[src/rtl/gray_pkg.sv]
// Shared definitions for the Gray-code pointer logic.
package gray_pkg;

  // Default pointer width used by the counter.
  localparam int GRAY_W = 4;

  // Widest pointer the helper function supports; narrower callers zero-extend
  // their input and truncate the result.
  localparam int GRAY_MAX_W = 32;

  // Reflected binary Gray code: each bit is the XOR of itself and its upper neighbour.
  function automatic logic [GRAY_MAX_W-1:0] bin2gray(input logic [GRAY_MAX_W-1:0] bin);
    return bin ^ (bin >> 1);
  endfunction

endpackage

[src/rtl/binary_to_gray.sv]
// Combinational binary-to-Gray mapping, any width up to GRAY_MAX_W.
module binary_to_gray
  import gray_pkg::*;
#(
  parameter int WIDTH = GRAY_W
) (
  input  logic [WIDTH-1:0] bin,
  output logic [WIDTH-1:0] gray
);

  // Upper zero-extension bits produce zeros in the Gray result, so truncation is exact.
  assign gray = WIDTH'(bin2gray(GRAY_MAX_W'(bin)));

endmodule

[src/rtl/gray_code_counter.sv]
// Up/down binary counter with a registered Gray-code copy for clock-domain crossing.
// The Gray value is derived from the next-state binary value, so both registers
// load on the same edge and gray_out always equals gray(bin_out).
module gray_code_counter
  import gray_pkg::*;
#(
  parameter int WIDTH = GRAY_W
) (
  input  logic             clk,
  input  logic             rst_n,
  input  logic             en,
  input  logic             up_dn,
  input  logic             load,
  input  logic [WIDTH-1:0] load_bin,
  output logic [WIDTH-1:0] bin_out,
  output logic [WIDTH-1:0] gray_out,
  output logic             wrap
);

  localparam logic [WIDTH-1:0] BIN_MAX = {WIDTH{1'b1}};

  logic [WIDTH-1:0] bin_q;
  logic [WIDTH-1:0] gray_q;
  logic             wrap_q;
  logic [WIDTH-1:0] bin_nxt;
  logic [WIDTH-1:0] gray_nxt;
  logic             wrap_nxt;

  // Next-state selection: load beats counting, counting beats hold; wrap only on a modular rollover.
  always_comb begin
    bin_nxt  = bin_q;
    wrap_nxt = 1'b0;
    if (load) begin
      bin_nxt = load_bin;
    end else if (en) begin
      if (up_dn) begin
        bin_nxt  = bin_q + 1'b1;
        wrap_nxt = (bin_q == BIN_MAX);
      end else begin
        bin_nxt  = bin_q - 1'b1;
        wrap_nxt = (bin_q == '0);
      end
    end
  end

  binary_to_gray #(
    .WIDTH(WIDTH)
  ) u_bin2gray (
    .bin  (bin_nxt),
    .gray (gray_nxt)
  );

  // Binary, Gray and wrap registers share one edge and one synchronous reset.
  always_ff @(posedge clk) begin
    if (!rst_n) begin
      bin_q  <= '0;
      gray_q <= '0;
      wrap_q <= 1'b0;
    end else begin
      bin_q  <= bin_nxt;
      gray_q <= gray_nxt;
      wrap_q <= wrap_nxt;
    end
  end

  assign bin_out  = bin_q;
  assign gray_out = gray_q;
  assign wrap     = wrap_q;

endmodule

[config.mk]
export PLATFORM = sky130hd
export DESIGN_NAME = gray_code_counter
export DESIGN_NICKNAME = d
export VERILOG_FILES = /design/src/rtl/gray_pkg.sv /design/src/rtl/binary_to_gray.sv /design/src/rtl/gray_code_counter.sv
export SDC_FILE = /design/constraint.sdc
export NUM_CORES = 1
export LEC_CHECK = 0
export BUFFER_PORTS_ARGS = -buffer_cell sky130_fd_sc_hd__buf_2
export CORE_AREA = 2 2 39 41
export CTS_CLUSTER_SIZE = 10
export DETAILED_ROUTE_END_ITERATION = 10
export DIE_AREA = 0 0 41 43
export SYNTH_ARGS = -nofsm -noshare
export SYNTH_HDL_FRONTEND = slang
export SYNTH_SLANG_ARGS = --single-unit
[constraint.sdc]
create_clock -name clk -period 2.28 [get_ports clk]
set_input_delay 0.456 -clock clk [delete_from_list [all_inputs] [get_ports clk]]
set_output_delay 0.456 -clock clk [all_outputs]
set_load 0.01 [all_outputs]
==> impl_metrics.csv <==
group,metric,value,unit
run_status,status,"finished, final reports clean",
grt,busiest_layer,"met2",
final_layout,nets,85,
grt,grt_util_met2,18.44,%
sta,holdWs,0.4567,ns
placement,io_buffers,17,
logic_synthesis,synth_fp_nets,66,
clocking,clk_pin_slew,0.05,ns
final_layout,regArea,160.2,µm²
worst_setup_path,cp_top_family,"multiplexers",
routing,routedWlPerCell,11.40,µm
worst_setup_path,critPathBufInv,0,
routing,firstDrtPassIters,3,
clocking,htree_levels,1,
final_layout,num_antenna_cells,0,
worst_setup_path,arrival,2.06,ns
clocking,clock_latency,0.25,ns
grt,grt_pass1_wl,1538,µm
worst_setup_path,r2r-end,"gray_out[1]",
worst_setup_path,timing.rr.start,"bin_out[0]",
sta,tns,0,ns
pwr,p_sw,108.5,µW
die,fp.dieH,43,µm
pwr,seqPwrFrac,44.4,%
pwr,combinationalPowerShare,28.1,%
worst_setup_path,r2r_slack,0.40,ns
worst_setup_path,path_class,"reg -> reg",
die,start_util,35.80,%
logic_synthesis,syn_area,495.5,µm²
sta,hold_viol,0,
final_layout,mostFrequentLayoutCells,"buf_2, dfxtp_1, nor2_1, inv_1, clkbuf_4",
pwr,clkPwrFrac,27.5,%
worst_setup_path,crit_slowest_cell,"dfxtp_1",
pwr,p_int,266.2,µW
clocking,postCtsSetupRepairBufs,0,
final_layout,multi_input_area,304.0,µm²
worst_setup_path,path_cells,"fa_1 -> mux2_2 -> mux2i_1 -> o21ai_0 -> a21oi_1",
worst_setup_path,critical_path_required,2.46,ns
sta,min_period,1.879,ns
final_layout,n_fill_cell,144,
grt,antenna_found_initial,0,
worst_setup_path,r2r_cells,5,
die,die-area,1763,µm²
routing,drc,0,
clocking,cts_buffers,3,
grt,grt_start_max_net_pins,12,
worst_hold_path,worstHoldEndpoint,"wrap",
worst_hold_path,min_path_cells,3,
run,cap_violations,0,
sta,fmax,532.1,MHz
clocking,cts_resized,0,
sta,setup_violations,0,
worst_hold_path,hp-start,"rst_n",
sta,slew-limit-headroom,74.86,%
die,core,1384,µm²
sta,rsz0062_at_grt,"false",
grt,grt.overflow.total,0,
final_layout,final_common_cell,"buf_2",
routing,routed_wl,992,µm
sta,drv_slew,0,
worst_setup_path,cp-start-kind,"flip-flop",
pwr,p_per_area,621.5,nW/µm²
grt,grt_pass1_vias,372,
logic_synthesis,synthCells,54,
grt,grt_usage,12.92,%
logic_synthesis,syn_avg_cell_area,9.175,µm²
final_layout,drive_above_1_share,32.39,%
pwr,vdd_drop_max,282.7,µV
clocking,clockBufferDepth,2,
die,rows,14,
final_layout,area.growth.synth_to_final,21.72,%
routing,antenna_left,0,
placement,gp_congestion,0.7316,
clocking,cts_hold_buf,0,
clocking,root_buffer,"clkbuf_4",
pwr,power.share.switching,28.96,%
routing,via_per_inst,5.253,
logic_synthesis,synth_seq_cells,8,
logic_synthesis,synth.distinct_cells,32,
sta,finalCritPeriodShare,82.43,%
logic_synthesis,ys_warn_count,0,
clocking,cts.sinks,8,
die,num_io_pins,18,
worst_setup_path,cp_max_fo,7,
routing,route.vias.total,457,
die,die_x,41,µm
pwr,leakagePower,0.3049,nW
worst_hold_path,worstHoldPathType,"in -> reg",
grt,use_met3,9.424,%
sta,skew,0.004274,ns
clocking,cts_tree,"yes",
logic_synthesis,yosysSeqAreaShare,32.32,%
worst_setup_path,critPathCaptureType,"flip-flop",
routing,drtIter0Drc,11,
sta,worst-slew-pin-transition,0.3666,ns
worst_setup_path,cpPeakStageDelay,0.47,ns
grt,grt_util_met1,16.67,%
worst reg2reg max path: cells and delay by family, from the launching register on:
family | cells | cell delay, ns
AOI/OAI and AO/OA | 2 | 0.31
muxes | 2 | 0.57
DFF | 1 | 0.47
adders and majority gates | 1 | 0.47
state kept, by name (all words and copies together), names as in the netlist:
| signal | flops |
|---|---|
| gray_out | 3 |
| bin_out | 4 |
| wrap | 1 |
through the flow:
| step | instances | utilization [%] | instance area (µm²) | total power [mW] | setup WS [ns] |
|---|---|---|---|---|---|
| floorplan | 54 | - | 495.5 | 0.2436 | 0.4241 |
| global placement | 84 | 41.95 | 580.6 | 0.2740 | 0.1760 |
| detailed placement | 84 | 41.95 | 580.6 | 0.2748 | 0.1536 |
| CTS | 87 | 43.58 | 603.1 | 0.3832 | 0.3846 |
| global route | 87 | 43.58 | 603.1 | 0.4075 | 0.2786 |
| finish | 87 | 43.58 | 603.1 | 0.3748 | 0.4006 |
worst max path at each step:
stage                    start  cells after the start          end  slack [ns]
floorplan                up_dn                      6  gray_out[2]        0.42
global placement         up_dn                      7  gray_out[1]        0.18
detailed placement       up_dn                      7  gray_out[1]        0.15
CTS                 bin_out[0]                      5  gray_out[1]        0.38
global route        bin_out[0]                      5  gray_out[1]        0.28
finish              bin_out[0]                      5  gray_out[1]        0.40
layer usage:
layer / vias to the layer above / wire length [µm]
met2: 14 / 457
met5: - / 0
met4: 0 / 0
li1: 231 / -
met1: 212 / 451
met3: 0 / 83
power groups by stage:
stage               logic (mW)  clock network [mW]  registers (mW)
finish                   0.105               0.103           0.166
global route             0.118               0.122           0.168
CTS                      0.106               0.111           0.166
detailed placement       0.106                   0           0.169
global placement         0.105                   0           0.169
floorplan               0.0686                   0           0.175
synthesized netlist by cell type, drive strengths merged:
cell type / number / area, µm²
nor2: 6 / 22.52
a21oi: 2 / 10.01
a221o: 1 / 10.01
and3: 1 / 6.260
fa: 1 / 20.02
nor4bb: 1 / 10.01
nand3: 2 / 15.01
or4: 1 / 7.510
o2bb2ai: 1 / 8.760
a22oi: 1 / 7.510
a211oi: 1 / 7.510
xor2: 1 / 8.760
dfxtp: 8 / 160.2
xnor2: 2 / 17.52
o21ai: 1 / 5.000
nor3b: 1 / 7.510
or4b: 1 / 10.01
buf: 3 / 20.01
a31oi: 2 / 12.51
or3: 1 / 6.260
a21o: 1 / 7.510
nor3: 2 / 10.01
mux2: 2 / 26.27
mux2i: 2 / 20.02
ha: 2 / 25.02
o21a: 1 / 7.510
nand3b: 1 / 7.510
inv: 3 / 11.26
nand2: 2 / 7.510
final cells by class:
cell class	count	share of cell area [%]
Clock buffer	3	3.734
Inverter	3	1.867
Tap cell	16	3.320
Timing Repair Buffer	17	14.11
Multi-Input combinational cell	40	50.42
Sequential cell	8	26.56
cells by family (layout without fill, tap and decap cells):
group | after synthesis | in the layout | share of synthesized area, %
compound gates | 11 | 11 | 15.41
xor+xnor | 3 | 3 | 5.304
fa+ha+maj | 3 | 3 | 9.090
buf+inv | 6 | 23 | 6.311
flops | 8 | 8 | 32.32
mux | 4 | 4 | 9.343
simple gates | 19 | 19 | 22.23
Power figures use the tool's default switching activity.
